`src/rtl/forprop_sched.sv`:
```
// Forward-propagation sequencer for a two-layer MLP: walks weight and activation
// addresses neuron by neuron and strobes the MAC and activation write-back.
module forprop_sched #(
    parameter int IMG_SIZE = 256,
    parameter int HIDDEN   = 32,
    parameter int CLASSES  = 10,
    localparam int WA_W = $clog2(IMG_SIZE*HIDDEN + HIDDEN*CLASSES),
    localparam int XA_W = $clog2(IMG_SIZE),
    localparam int NA_W = $clog2(HIDDEN)
) (
    input  logic            clk,
    input  logic            reset,
    input  logic            start_forprop,
    output logic            forprop_done,
    output logic            busy,
    output logic            layer,
    output logic            rd_en,
    output logic [WA_W-1:0] w_addr,
    output logic [XA_W-1:0] x_addr,
    output logic            mac_clr,
    output logic            mac_en,
    output logic            y_we,
    output logic [NA_W-1:0] y_addr
);

    typedef enum logic [2:0] {
        S_IDLE,
        S_CLR,
        S_RUN,
        S_DRAIN,
        S_WRITE,
        S_DONE
    } state_t;

    state_t          r_state;
    state_t          w_state_nxt;
    logic            r_layer;
    logic [NA_W-1:0] r_n;
    logic [XA_W-1:0] r_i;
    logic [WA_W-1:0] r_wptr;
    logic            r_mac_en_p1;
    logic [XA_W-1:0] r_x_hold;
    logic [WA_W-1:0] r_w_hold;
    logic [NA_W-1:0] r_y_hold;

    logic            w_rd;
    logic            w_clr;
    logic            w_we;
    logic            w_done;
    logic            w_abort;
    logic [XA_W-1:0] w_last_i;
    logic [NA_W-1:0] w_last_n;

    always_comb begin
        w_state_nxt = r_state;
        w_rd        = 1'b0;
        w_clr       = 1'b0;
        w_we        = 1'b0;
        w_done      = 1'b0;
        w_last_i    = r_layer ? XA_W'(HIDDEN - 1)  : XA_W'(IMG_SIZE - 1);
        w_last_n    = r_layer ? NA_W'(CLASSES - 1) : NA_W'(HIDDEN - 1);
        w_abort     = !start_forprop &&
                      (r_state == S_CLR || r_state == S_RUN ||
                       r_state == S_DRAIN || r_state == S_WRITE);
        case (r_state)
            S_IDLE:  if (start_forprop) w_state_nxt = S_CLR;
            S_CLR: begin
                w_clr       = 1'b1;
                w_state_nxt = S_RUN;
            end
            S_RUN: begin
                w_rd = 1'b1;
                if (r_i == w_last_i) w_state_nxt = S_DRAIN;
            end
            S_DRAIN: w_state_nxt = S_WRITE;
            S_WRITE: begin
                w_we = 1'b1;
                if (r_n == w_last_n && r_layer) w_state_nxt = S_DONE;
                else                            w_state_nxt = S_CLR;
            end
            S_DONE: begin
                w_done      = 1'b1;
                w_state_nxt = S_IDLE;
            end
            default: w_state_nxt = S_IDLE;
        endcase
        // A dropped request suppresses the write-back in the same cycle.
        if (w_abort) begin
            w_state_nxt = S_IDLE;
            w_we        = 1'b0;
        end
    end

    always_ff @(posedge clk or posedge reset) begin
        if (reset) begin
            r_state     <= S_IDLE;
            r_layer     <= 1'b0;
            r_n         <= '0;
            r_i         <= '0;
            r_wptr      <= '0;
            r_mac_en_p1 <= 1'b0;
            r_x_hold    <= '0;
            r_w_hold    <= '0;
            r_y_hold    <= '0;
        end else begin
            r_state     <= w_state_nxt;
            r_mac_en_p1 <= w_rd;
            if (w_rd) begin
                r_x_hold <= r_i;
                r_w_hold <= r_wptr;
            end
            if (w_we) r_y_hold <= r_n;
            if (w_abort) begin
                r_layer <= 1'b0;
                r_n     <= '0;
                r_i     <= '0;
                r_wptr  <= '0;
            end else begin
                case (r_state)
                    S_IDLE: begin
                        if (start_forprop) begin
                            r_layer <= 1'b0;
                            r_n     <= '0;
                            r_i     <= '0;
                            r_wptr  <= '0;
                        end
                    end
                    S_RUN: begin
                        // wptr never rewinds: layer-1 weights follow layer-0 weights.
                        r_wptr <= r_wptr + 1'b1;
                        r_i    <= (r_i == w_last_i) ? '0 : r_i + 1'b1;
                    end
                    S_WRITE: begin
                        if (r_n != w_last_n) begin
                            r_n <= r_n + 1'b1;
                        end else if (!r_layer) begin
                            r_layer <= 1'b1;
                            r_n     <= '0;
                        end
                    end
                    default: ;
                endcase
            end
        end
    end

    assign forprop_done = w_done;
    assign busy         = (r_state != S_IDLE);
    assign layer        = r_layer;
    assign rd_en        = w_rd;
    assign mac_clr      = w_clr;
    assign mac_en       = r_mac_en_p1;
    assign y_we         = w_we;
    assign w_addr       = w_rd ? r_wptr : r_w_hold;
    assign x_addr       = w_rd ? r_i    : r_x_hold;
    assign y_addr       = w_we ? r_n    : r_y_hold;

endmodule

```
`config.mk`:
```
export PLATFORM = sky130hd
export DESIGN_NAME = forprop_sched
export DESIGN_NICKNAME = d
export VERILOG_FILES = /design/src/rtl/forprop_sched.sv
export SDC_FILE = /design/constraint.sdc
export NUM_CORES = 1
export LEC_CHECK = 0
export ABC_AREA = 1
export CORE_ASPECT_RATIO = 1.1
export CORE_MARGIN = 2
export CORE_UTILIZATION = 30
export CTS_BUF_LIST = sky130_fd_sc_hd__clkbuf_16
export DETAILED_ROUTE_END_ITERATION = 8
export DONT_BUFFER_PORTS = 1
export HOLD_SLACK_MARGIN = 0.05
export REMOVE_ABC_BUFFERS = 1
export SLEW_MARGIN = 10
export SYNTH_ARGS = -nofsm -noshare
export SYNTH_HDL_FRONTEND = slang
export SYNTH_SLANG_ARGS = --single-unit
```
`constraint.sdc`:
```
create_clock -name clk -period 2.7 [get_ports clk]
set_clock_uncertainty 0.05 [all_clocks]
set_input_delay 0.405 -clock clk [delete_from_list [all_inputs] [get_ports clk]]
set_output_delay 0.405 -clock clk [all_outputs]
set_load 0.05 [all_outputs]
```
# Word level (Yosys, flattened, before mapping)
# Cells that the tools add are included.
dict set report totals {
  n_memories 0
  ram_bits 0
  mem_bits_ro 0
  latchBits 0
  wordCells 69
  reg_bits 59
  out_inout_bits 34
  input_bits 3
}
dict set report classes {
  muxes 31
  magnitude_cmp 0
  n_eq_ne 12
  reduce_logical 14
  addsub 3
  n_mul 0
  div_mod_pow 0
  bitwise 0
  n_shift 0
}
# operator n
set op_table {}
lappend op_table {{two-way mux 14 bit} 3}
lappend op_table {{two-way mux 8 bit} 5}
lappend op_table {{two-way mux 5 bit} 6}
lappend op_table {{one-hot mux 14 bit (2 select lines)} 1}
lappend op_table {{one-hot mux 8 bit (2 select lines)} 1}
lappend op_table {{one-hot mux 3 bit (5 select lines)} 1}
lappend op_table {{adder 14 x 1 -> 14 bit (second input constant)} 1}
lappend op_table {{two-way mux 3 bit} 4}
lappend op_table {{one-hot mux 5 bit (2 select lines)} 1}
lappend op_table {{nonzero test 3 bit} 3}
lappend op_table {{adder 8 x 1 -> 8 bit (second input constant)} 1}
lappend op_table {{== test 8 bit} 1}
lappend op_table {{two-way mux 1 bit} 8}
lappend op_table {{== test 3 x 2 -> 1 bit (second input constant)} 2}
lappend op_table {{== test 3 bit (second input constant)} 2}
lappend op_table {{inequality test 3 bit (second input constant)} 2}
lappend op_table {{AND reduction 3 bit} 2}
lappend op_table {{adder 5 x 1 -> 5 bit (second input constant)} 1}
lappend op_table {{== test 5 bit} 1}
lappend op_table {{inequality test 5 bit} 1}
lappend op_table {{inequality test 4 x 3 -> 1 bit (second input constant)} 1}
lappend op_table {{AND reduction 2 bit} 2}
lappend op_table {{== test 3 x 1 -> 1 bit (second input constant)} 1}
lappend op_table {{logical NOT 3 bit} 1}
lappend op_table {{5 further kinds} 8}

# Logic depth before layout (Yosys ltp)
dict set report logic_depth {
  depth_word 7
  ltp_mapped 11
  mapped_depth_nobuf 11
}

# Least setup slack after synthesis
# OpenSTA, ideal clock, no wires.
dict set report synth_path {
  path_kind {flip-flop to output port}
  from {register r_state[2]}
  to {output w_addr[13]}
  path_buffers 2
  t_arrival_ps 2138
  setup_slack_ps 107
  path_stages_with_launch 6
  required_ps 2245
  path_cell_list {dfrtp_1 > buf_6 > nor2_4 > nand2_2 > clkbuf_1 > o21ai_0}
}
dict set report synth_via {
  elab_chain_cells 3
}
# element line
set synth_rtl {}
lappend synth_rtl {{from (decl)} 35} ;# state_t r_state;
lappend synth_rtl {{from (signal assigned)} 106} ;# r_state <= w_state_nxt;
lappend synth_rtl {{== test 3 x 2 -> 1 bit} 65} ;# case (r_state)
lappend synth_rtl {{two-way mux 1 bit} 65}
lappend synth_rtl {{two-way mux 14 bit} 154} ;# assign w_addr = w_rd ? r_wptr : r_w_hold;
lappend synth_rtl {{to (decl)} 18} ;# output logic [WA_W-1:0] w_addr,
# No other way between the ends.

# Worst setup path after layout
dict set report layout_path {
  from {register r_state[1]}
  to {output y_addr[0]}
}
dict set report layout_via {
  elab_chain_cells 7
  word_cells_on_any_way 11
  classes_between {eq/ne (4); mux (3); reduce/logical (4)}
}
# element line
set layout_rtl {}
lappend layout_rtl {{== test 3 x 1 -> 1 bit or == test 3 x 2 -> 1 bit (tied branches)} 63} ;# (r_state == S_CLR || r_state == S_RUN ||
lappend layout_rtl {{logical OR 1 bit (2 in a row)} 63}
lappend layout_rtl {{logical OR 1 bit} 64} ;# r_state == S_DRAIN || r_state == S_WRITE);
lappend layout_rtl {{logical AND 1 bit} 62} ;# w_abort = !start_forprop &&
lappend layout_rtl {{two-way mux 1 bit *} 88} ;# if (w_abort) begin
lappend layout_rtl {{named net y_we} 22} ;# output logic y_we,
lappend layout_rtl {{two-way mux 5 bit *} -}
lappend layout_rtl {{to (decl)} 23} ;# output logic [NA_W-1:0] y_addr
# The timed path passes the listed nets; every way through them passes the cells marked *.

==> flow_summary_export.csv <==
group,metric,value,unit
outcome,run_status,"complete, no violations",
critical_path,worst-path-buf-inv,3,
hold_path,holdCritPathClass,"in -> async",
finish,area.growth.synth_to_final,18.0,%
drt,wirelength,6940,um
drt,detailroute.via_count,2490,
timing,report.final.setup_viol,0,
logic_synthesis,most_instantiated_library_cell_after_synthesis,"nand2_1",
critical_path,timing.critical_path.slowest_cell_delay,480,ps
drt,antenna_left,0,
logic_synthesis,post-synth-top-area-cell,"dfrtp_1",
logic_synthesis,synth_enable_flop_cells,0,
logic_synthesis,synth-main-ff-cell,"dfrtp_1",
critical_path,worstPathRequired,2250,ps
timing,final_hold_viol_count,0,
critical_path,critical_path.endpoint_type,"output port",
cts,insertion_delay,330,ps
drt,drt_iter0_drc,77,
timing,timing_worst_slew_pin_value,754,ps
timing,final_max_slew_viol_count,0,
logic_synthesis,yosys-top-cells-count,"115 x nand2_1, 59 x dfrtp_1, 46 x inv_1",
pwr,leakagePower,1.75,nW
pwr,switching_pwr,0.00123,W
logic_synthesis,synth_seq_area_share,48.4,%
flow_run,maxCapViolations,0,
pwr,peak_supply_drop,0.444,mV
critical_path,critical_path_class,"reg -> out",
cts,cts.reportedPaths.clkPinSlew,50,ps
cts,postCtsSetupBuffers,0,
placed_design,global_placement_routability_congestion,0.860,
grt,grt_start_max_net_pins,60,
critical_path,arrival,1980,ps
critical_path,crit_path_top_delay_cell,"o21a_1",
logic_synthesis,ys.warnings.count,0,
logic_synthesis,post_synth_main_area_contributors,"dfrtp_1 48%, nand2_1 14%, inv_1 5.7%, o21ai_0 4.9%, nand3_1 3.9%",
logic_synthesis,synth.cell_area,3050,um^2
timing,rsz_0062_raised_after_global_routing,"no",
logic_synthesis,average_cell_area_after_synthesis,8.01,um^2
cts,numCtsBuffers,9,
cts,clock_tree_from_tritoncts,"built",
finish,nNetsFinal,416,
drt,avgRoutedWirePerCell,13.0,um
cts,htree_levels,3,
pwr,pwr_density_cell,834,nW/um^2
drt,via_per_inst,4.65,
pwr,clock_network_fraction_of_total_power,33.4,%
logic_synthesis,synth-seq-cells,59,
grt,number_of_antenna_violations_at_the_first_check_in_global_routing,0,
logic_synthesis,post-synth-top-area-fraction,48.4,%
placed_design,dp.final_hpwl,4830,um
cts,cts.sink_count,59,
finish,drive_above_1_share,16.1,%
timing,timing.slew.headroom,49.7,%
floorplanning,ioPinCount,37,
floorplanning,core.rowCount,38,
floorplanning,core_area,9890,um^2
critical_path,crit_path_frequent_cell,"inv_1",
pwr,fin_total_pwr,0.00300,W
floorplanning,initial_utilization,30.9,%
critical_path,worst_setup_path_start_kind,"flop",
finish,antennaDiodeCount,0,
placed_design,port_buffer_cells,0,
cts,cts-hold-fix-buffers,0,
pwr,net_sw_share,41.1,%
critical_path,critical-path-top-delay-family,"buffers and inverters",
timing,final.setup.tns,0,ps
grt,grt_first_pass_wirelength,12100,um
grt,global_route.overflow_total,0,
pwr,p_int,0.00177,W
critical_path,critical_path_peak_fanout,8,
pwr,seq_power_share,34.6,%
floorplanning,dieHeight,110,um
drt,remaining_drc_errors,0,
timing,clock.fmax,0.411,GHz
timing,period_share,90.2,%
timing,final.min_clock_period,2430,ps
drt,firstDrtPassIters,4,
logic_synthesis,synth-async-reset-ratio,100,%
critical_path,crit_path_cell_trace,"inv_1 -> nand2_1 -> inv_1 -> nand3_4 -> inv_2 -> o21a_1",
grt,track_usage,14.1,%
logic_synthesis,postSynthCellCount,381,
grt,vias_in_the_first_global_route,2627,
cts,root_buffer,"clkbuf_16",
cts,cts_resized,0,
logic_synthesis,yosysUniqueCellTypes,28,
floorplanning,design.die.area,11000,um^2
cts,cts_max_path_buffers,2,
pwr,combinationalPowerShare,31.9,%
floorplanning,die_width,100,um
## cell usage in the layout, fill, tap and decap left out
| cell | n |
|---|---|
| a21oi_1 | 6 |
| buf_4 | 29 |
| clkbuf_16 | 9 |
| clkinv_1 | 2 |
| clkinv_2 | 2 |
| clkinvlp_4 | 2 |
| dfrtp_1 | 59 |
| ha_1 | 3 |
| inv_1 | 46 |
| inv_2 | 5 |
| inv_6 | 1 |
| nand2_1 | 115 |
| nand2_2 | 3 |
| nand2_4 | 1 |
| nand2_8 | 1 |
| nand3_1 | 24 |
| nand3_4 | 1 |
| nand4_1 | 19 |
| nor2_1 | 32 |
| nor2_4 | 3 |
| nor3_1 | 2 |
| o21a_1 | 3 |
| o21ai_0 | 9 |
| o21ai_1 | 21 |
| o21ai_2 | 9 |
| o22ai_4 | 1 |
| or2_0 | 1 |
| xnor2_1 | 3 |
| xor2_1 | 3 |
## per-stage QoR
stage | hold WS (ps) | worst slack [ps] | util, % | cells | instance area, um^2
floorplan | 422 | 1.85 | - | 370 | 2970
global placement | 436 | 635 | 33.8 | 519 | 3340
detailed placement | 442 | 604 | 33.8 | 519 | 3340
CTS | 164 | 248 | 36.4 | 535 | 3600
global route | 207 | 115 | 36.4 | 535 | 3600
finish | 120 | 266 | 36.4 | 535 | 3600
## area by class of cell
cell class,count,area (um^2)
Clock inverter,7,36.3
Fill cell,1020,6290
Multi-Input combinational cell,260,1300
Tap cell,120,150
Timing Repair Buffer,29,218
Inverter,51,196
Clock buffer,9,225
Sequential cell,59,1480
## routing by layer
metal  share of wire (%)  vias up  GRT usage [%]
met5                   0        -              0
met3                 6.0        8           6.42
met1                  43     1156           14.7
met2                  50       49           25.4
met4                0.94        0           4.31
li1                    -     1277              -
## sequential cells by signal, indices dropped and copies added (netlist names)
name and flops:
layer 1, mac_en 1, r_i 8, r_n 5, r_state 3, r_w_hold 14, r_wptr 14, r_x_hold 8
r_y_hold 5
## cells by family after synthesis
family                   after synthesis  share of synthesized area (%)
AO/OA/AOI/OAI                         49                           9.88
AND/OR/NAND/NOR                      202                           29.8
adder cells (fa/ha/maj)                3                           1.23
XOR/XNOR                               6                           1.72
flip-flops                            59                           48.4
buffers and inverters                 62                           9.02
## worst paths after layout
path / end / startpoint / slack (ps) / cells past startpoint
worst max-delay path: y_addr[0] / r_state[1] / 270 / 6
worst min-delay path: r_state[2] / reset / 120 / 2
worst max register to register: r_wptr[6] / r_state[2] / 760 / 5
worst min register to register: r_w_hold[7] / r_w_hold[7] / 450 / 2
max in group asynchronous: r_w_hold[3] / reset / 1970 / 2
min in group clk: r_wptr[0] / start_forprop / 270 / 4
## power by group through the flow
stage / Combinational [W] / Clock (W) / Sequential [W]
floorplan: 0.000716 / 0 / 0.00104
global placement: 0.000965 / 0 / 0.00105
detailed placement: 0.000975 / 0 / 0.00105
CTS: 0.000979 / 0.00103 / 0.00104
global route: 0.00106 / 0.00107 / 0.00105
finish: 0.000958 / 0.00100 / 0.00104
Power figures use the tool's default switching activity.
